<file path="src/rtl/lsu_pkg.sv">
// Shared types and encodings for the load/store unit: FSM states, access sizes,
// and the alignment check used when a request is accepted.
package lsu_pkg;

    typedef enum logic [1:0] {
        ST_IDLE = 2'd0,
        ST_WAIT = 2'd1,
        ST_RESP = 2'd2
    } lsu_state_t;

    localparam logic [2:0] SZ_B      = 3'b000;
    localparam logic [2:0] SZ_H      = 3'b001;
    localparam logic [2:0] SZ_W      = 3'b010;
    localparam logic [2:0] SZ_BU     = 3'b100;
    localparam logic [2:0] SZ_HU     = 3'b101;
    localparam logic [2:0] SIZE_IDLE = 3'b111;

    // Unsupported encodings fold into the misaligned path so they never reach memory.
    function automatic logic misaligned(input logic [2:0] size, input logic [1:0] lane);
        case (size)
            SZ_B, SZ_BU: misaligned = 1'b0;
            SZ_H, SZ_HU: misaligned = lane[0];
            SZ_W:        misaligned = (lane != 2'b00);
            default:     misaligned = 1'b1;
        endcase
    endfunction

endpackage

</file>
<file path="src/rtl/load_extend.sv">
// Combinational lane extraction for loads: pick the byte/half addressed by
// lane out of the memory word and sign- or zero-extend it to DATA_WIDTH.
module load_extend
    import lsu_pkg::*;
#(
    parameter int DATA_WIDTH = 32
) (
    input  logic [DATA_WIDTH-1:0] word,
    input  logic [1:0]            lane,
    input  logic [2:0]            size,
    output logic [DATA_WIDTH-1:0] result
);

    logic [7:0]  lane_byte;
    logic [15:0] lane_half;

    always_comb begin
        lane_byte = 8'(word >> {lane, 3'b000});
        lane_half = 16'(word >> {lane[1], 4'b0000});
        case (size)
            SZ_B:    result = {{(DATA_WIDTH-8){lane_byte[7]}}, lane_byte};
            SZ_BU:   result = {{(DATA_WIDTH-8){1'b0}}, lane_byte};
            SZ_H:    result = {{(DATA_WIDTH-16){lane_half[15]}}, lane_half};
            SZ_HU:   result = {{(DATA_WIDTH-16){1'b0}}, lane_half};
            default: result = word;
        endcase
    end

endmodule

</file>
<file path="src/rtl/load_store_unit.sv">
// Single-outstanding load/store unit bridging the pipeline to a memory controller.
// Optional watchdog on the memory handshake is enabled by defining LSU_TIMEOUT_EN.
module load_store_unit
    import lsu_pkg::*;
#(
    parameter int DATA_WIDTH     = 32,
    parameter int ADDR_WIDTH     = 17,
    parameter int TIMEOUT_CYCLES = 1024
) (
    input  logic                  clk,
    input  logic                  rst_n,
    input  logic                  req_valid,
    input  logic                  req_write,
    input  logic [2:0]            req_size,
    input  logic [ADDR_WIDTH-1:0] req_addr,
    input  logic [DATA_WIDTH-1:0] req_wdata,
    output logic                  req_ready,
    output logic                  resp_valid,
    output logic [DATA_WIDTH-1:0] resp_rdata,
    output logic                  resp_err,
    output logic                  MemWrite,
    output logic [2:0]            SizeCtr,
    output logic [ADDR_WIDTH-1:0] addr,
    output logic [DATA_WIDTH-1:0] WriteData,
    input  logic [DATA_WIDTH-1:0] ReadData,
    input  logic                  MemReady,
    output logic                  busy
);

    lsu_state_t            state;
    logic                  hold_write;
    logic [2:0]            hold_size;
    logic [ADDR_WIDTH-1:0] hold_addr;
    logic [DATA_WIDTH-1:0] hold_wdata;
    logic [DATA_WIDTH-1:0] rdata_q;
    logic                  err_q;
    logic [DATA_WIDTH-1:0] ext_data;
    logic [DATA_WIDTH-1:0] lane_wdata;
    logic                  bad_req;

`ifdef LSU_TIMEOUT_EN
    localparam int CW = $clog2(TIMEOUT_CYCLES + 1);
    logic [CW-1:0] wait_cnt;
`endif

    load_extend #(.DATA_WIDTH(DATA_WIDTH)) u_load_extend (
        .word   (ReadData),
        .lane   (hold_addr[1:0]),
        .size   (hold_size),
        .result (ext_data)
    );

    assign bad_req = misaligned(req_size, req_addr[1:0]);

    // Stores are lane-placed at capture so WAIT simply replays the held word.
    always_comb begin
        lane_wdata = '0;
        case (req_size)
            SZ_B, SZ_BU: lane_wdata = DATA_WIDTH'(req_wdata[7:0]) << {req_addr[1:0], 3'b000};
            SZ_H, SZ_HU: lane_wdata = DATA_WIDTH'(req_wdata[15:0]) << {req_addr[1], 4'b0000};
            SZ_W:        lane_wdata = req_wdata;
            default:     lane_wdata = '0;
        endcase
    end

    always_ff @(posedge clk) begin
        if (!rst_n) begin
            state      <= ST_IDLE;
            hold_write <= 1'b0;
            hold_size  <= SIZE_IDLE;
            hold_addr  <= '0;
            hold_wdata <= '0;
            rdata_q    <= '0;
            err_q      <= 1'b0;
`ifdef LSU_TIMEOUT_EN
            wait_cnt   <= '0;
`endif
        end else begin
            case (state)
                ST_IDLE: begin
                    if (req_valid) begin
                        hold_write <= req_write;
                        hold_size  <= req_size;
                        hold_addr  <= req_addr;
                        hold_wdata <= lane_wdata;
                        rdata_q    <= '0;
                        err_q      <= bad_req;
                        state      <= bad_req ? ST_RESP : ST_WAIT;
`ifdef LSU_TIMEOUT_EN
                        wait_cnt   <= '0;
`endif
                    end
                end
                ST_WAIT: begin
                    if (MemReady) begin
                        rdata_q <= hold_write ? '0 : ext_data;
                        err_q   <= 1'b0;
                        state   <= ST_RESP;
                    end
`ifdef LSU_TIMEOUT_EN
                    else if (wait_cnt == CW'(TIMEOUT_CYCLES - 1)) begin
                        rdata_q <= '0;
                        err_q   <= 1'b1;
                        state   <= ST_RESP;
                    end else begin
                        wait_cnt <= wait_cnt + 1'b1;
                    end
`endif
                end
                ST_RESP: state <= ST_IDLE;
                default: state <= ST_IDLE;
            endcase
        end
    end

    // Memory-side outputs are only live in WAIT; everywhere else they rest at idle values.
    assign req_ready  = (state == ST_IDLE);
    assign busy       = (state != ST_IDLE);
    assign resp_valid = (state == ST_RESP);
    assign resp_rdata = resp_valid ? rdata_q : '0;
    assign resp_err   = resp_valid & err_q;
    assign MemWrite   = (state == ST_WAIT) & hold_write;
    assign SizeCtr    = (state == ST_WAIT) ? hold_size : SIZE_IDLE;
    assign addr       = (state == ST_WAIT) ? hold_addr : '0;
    assign WriteData  = (state == ST_WAIT && hold_write) ? hold_wdata : '0;

endmodule

</file>
<file path="config.mk">
export PLATFORM = sky130hd
export DESIGN_NAME = load_store_unit
export DESIGN_NICKNAME = d
export VERILOG_FILES = /design/src/rtl/lsu_pkg.sv /design/src/rtl/load_extend.sv /design/src/rtl/load_store_unit.sv
export SDC_FILE = /design/constraint.sdc
export NUM_CORES = 1
export LEC_CHECK = 0
export CAP_MARGIN = 0
export CORE_MARGIN = 1
export CORE_UTILIZATION = 49
export CTS_BUF_LIST = sky130_fd_sc_hd__clkbuf_8
export CTS_CLUSTER_SIZE = 24
export DETAILED_ROUTE_END_ITERATION = 10
export PLACE_DENSITY = 0.89
export SETUP_SLACK_MARGIN = 0.1
export SKIP_CTS_REPAIR_TIMING = 1
export SYNTH_ARGS = -nofsm -noshare
export SYNTH_HDL_FRONTEND = slang
export SYNTH_SLANG_ARGS = --single-unit
</file>
<file path="constraint.sdc">
create_clock -name clk -period 2.6 [get_ports clk]
set_input_delay 0.52 -clock clk [delete_from_list [all_inputs] [get_ports clk]]
set_output_delay 0.52 -clock clk [all_outputs]
set_load 0.01 [all_outputs]
</file>
==> reports/results.txt <==
The run finished, with violations left. The checks that failed: design-rule violations. The tools report the data arrival time of the critical path as 1.91 ns. The kind of cell adding the most delay to the critical path is buffers and inverters. The logs give 0.317 for the part of the power in the clock network and 0.5150 for the effective utilization at floorplan. Static timing analysis puts the maximum clock frequency at 411.7 MHz.

For the H-tree level count, the log shows 3. The total overflow reported by the global router was 0. The worst slack at placement is 0.2191 ns. For the portion of the post-synthesis area used by sequential elements, the log shows 0.3866.

For the final number of max-transition violations, the log shows 0. Yosys printed 0 warnings. The part of the total power dissipated in sequential elements was 0.493. The first TritonRoute pass finished after 10 iterations. After clock tree synthesis, the clock-pin slew on the worst setup and hold paths is 0.08 ns.

The number of buffers and inverters on the critical path is 2. The worst path meets setup with 0.1709 ns of slack. The tree built by TritonCTS fans out to 88 sinks.

The y dimension of the die was 98.44 µm; the combined area of all synthesized cells was 4557 µm². The post-layout total power is 2.910 mW. The proportion of register bits with asynchronous set or reset after synthesis is 0. During placement, the flow inserted port buffers numbering 177. The share of cells above drive strength 1 was 0.07659. For the number of DRC markers in iteration 0, the log shows 242. The hold violation count in the final report came out at 0. The layout overhead on the synthesized area came out at 44.04%. The worst setup path is launched from a flip-flop. Post-layout minimum cycle time: 2.429 ns.

In the post-synthesis netlist, the biggest area contributors are sky130_fd_sc_hd__dfxtp_1 39%, sky130_fd_sc_hd__and2_1 7.3%, sky130_fd_sc_hd__nand2_1 5.7%. The floorplan step defined a die boundary enclosing 9689 µm². The pin count of the biggest net entering global routing was 38. After detailed routing, the number of remaining DRC violations is 8.

The I/O pin count was 178; the filler cell count in the final layout was 675. The total core area came out at 8848 µm². The most used flip-flop cell after synthesis is sky130_fd_sc_hd__dfxtp_1.

The tools report the global-route total usage across every layer as 0.2958. Initial antenna violation count: 0. The synthesized design contains 88 register bits. 0 antenna diodes ended up in the layout. For the number of nets still failing antenna checks after routing, the log shows 0. The highest metal layer with signal wires was met4. The switching share of power came out at 0.2705. The post-synth net total was 622; the design internal power was 2.123 mW. The logs give 6.892 mm for the met2 wirelength from detailed routing and 14.29 mm for the total detailed-routing wirelength. The top cell types in the final layout, fill and taps aside, are 176 x sky130_fd_sc_hd__clkdlybuf4s50_1, 86 x sky130_fd_sc_hd__dfxtp_1, 69 x sky130_fd_sc_hd__nand2_1.

The count of vias placed by the detailed router is 4,764, and the cell row count is 34. Wire length of the first global-routing pass: 22.85 mm. The portion of synthesized cell area occupied by the leading cell type was 0.3866; the number of maximum-capacitance violations was 0.

The post-route fraction of the period consumed by the critical path came out at 0.9343. The final worst clock skew is 0.01160 ns, and the final core utilization is 0.7418. The tools report the power dissipated by switching net loads as 0.7874 mW.

Along the worst path, the maximum fanout reaches 31. The largest stage delay on the critical path works out to 0.55 ns. The critical path endpoint category was an output pin. Setup violations remaining at the end of the flow were counted as 0.

Width of the die: 98.44 µm. The critical setup path kind is reg -> out. The tools report the detailed-placement wirelength estimate as 10.36 mm. The tools report the clock root buffer as sky130_fd_sc_hd__clkbuf_8.

After detailed routing, the wire length on met1 is 5.947 mm. Count of distinct cell types in the synthesized netlist: 57. Relative contribution of combinational cells to total power: 0.190. The biggest area contributor in the post-synthesis netlist is sky130_fd_sc_hd__dfxtp_1.

The ratio of routed vias to standard cells works out to 5.955. For the number of nets in the final layout, the log shows 777. The cell count after synthesis came out at 533. Yosys mapped a number of flops with a built-in enable equal to 0. TritonCTS built the clock tree.

The power density of the placed cells is 443.4 nW/µm². Routability-driven placement finished with a final weighted congestion of 0.9270. The tools report the worst-case headroom to the max-slew limit as 0.2730. The most common cell after layout, fill and taps aside was sky130_fd_sc_hd__clkdlybuf4s50_1. At the pin with the least slew margin, the transition time is 1.086 ns. Setup repair after global routing could not meet its margin everywhere.

The critical path data required time came out at 2.08 ns. The final sum of negative setup slack was 0 ns; the number of global-route vias before repair was 4,547. The logs give 1.074 mm for the met3 layer wire length in the routed design and 0.35 ns for the clock insertion delay at the later pin of the skew report. Slowest cell on the critical path: sky130_fd_sc_hd__clkdlybuf4s50_1.

The synthesized area per cell was 8.549 µm². Buffers inserted during clock tree synthesis total 9. The highest ir drop seen on vdd is 0.3428 mV. The worst hold path belongs to the class reg -> reg.

Traced cell by cell, the critical path runs through nor2b_4 > buf_8 > and3_1 > clkdlybuf4s50_1. The run gives 2 as the maximum buffer depth of the clock tree. In the final routed layout, each cell accounts on average for 17.86 µm.

Static leakage power: 2.560 nW.
## power by group through the flow
stage	registers [mW]	logic, mW	clock network, mW
5_1_grt	1.44	0.594	1.00
4_1_cts	1.43	0.542	0.933
2_1_floorplan	1.45	0.292	0
3_5_place_dp	1.47	0.537	0
6_report	1.44	0.552	0.923
3_3_place_gp	1.46	0.526	0
## state kept, by name, indices dropped and copies added, names as in the netlist
| signal | flops |
|---|---|
| err_q | 1 |
| hold_size | 3 |
| state | 2 |
| hold_wdata | 32 |
| hold_write | 1 |
| hold_addr | 17 |
| rdata_q | 32 |
## synthesized netlist by cell type, drive strengths merged (5+ instances only)
cell type,number
clkbuf,32
dfxtp,88
and3b,5
mux2,8
a21oi,27
or3,5
o21ai,32
a22oi,23
a32o,9
and3,33
nand2,70
a211oi,7
nor2,25
o2bb2ai,12
and2,53
a22o,10
buf,19
a32oi,8
a221o,16
a211o,6
## worst register-to-register path, cell delays in order (launching register included)
cell	delay (ns)
sky130_fd_sc_hd__dfxtp_1	0.79
sky130_fd_sc_hd__nand2b_1	0.56
sky130_fd_sc_hd__a21oi_1	0.26
sky130_fd_sc_hd__o21ai_0	0.22
sky130_fd_sc_hd__o2bb2ai_1	0.08
## metrics by stage
stage	hold WS [ns]	cells	instance area, µm²
6_report	0.4486	800	6564
5_1_grt	0.4729	800	6564
4_1_cts	0.4549	800	6534
3_5_place_dp	0.4362	785	6347
3_3_place_gp	0.4289	785	6347
2_1_floorplan	0.4168	533	4557
## layout make-up
| class | count | area (µm²) | area share |
|---|---|---|---|
| Tap cell | 108 | 135.1 | 0.02059 |
| Sequential cell | 88 | 1769 | 0.2695 |
| Inverter | 5 | 18.77 | 0.002859 |
| Clock inverter | 5 | 48.80 | 0.007434 |
| Timing Repair Buffer | 195 | 1924 | 0.2932 |
| Clock buffer | 10 | 137.6 | 0.02097 |
| Multi-Input combinational cell | 389 | 2530 | 0.3854 |
## cell families (layout without fill, tap and decap cells)
| kind of cell | after synthesis | after routing | synth area share |
|---|---|---|---|
| AO/OA/AOI/OAI | 164 | 164 | 0.2661 |
| AND/OR/NAND/NOR | 214 | 214 | 0.2562 |
| multiplexers | 11 | 11 | 0.03075 |
| buffers and inverters | 56 | 215 | 0.06040 |
| flip-flops | 88 | 88 | 0.3866 |
## path summary, 6_finish.rpt
path / startpoint / end / slack [ns] / cells past startpoint
setup reg to reg: hold_size[0] / rdata_q[6] / 0.59 / 4
hold reg to reg: hold_wdata[8] / hold_wdata[8] / 0.45 / 2
setup / recovery: state[0] / WriteData[13] / 0.17 / 4
hold / removal: hold_wdata[8] / hold_wdata[8] / 0.45 / 2
## per-layer routing
| layer | up-vias | GRT usage |
|---|---|---|
| met5 | - | 0 |
| li1 | 2244 | - |
| met4 | 0 | 0.1274 |
| met1 | 2256 | 0.3820 |
| met3 | 38 | 0.05532 |
| met2 | 226 | 0.4859 |
(Power assumes the default switching activity.)
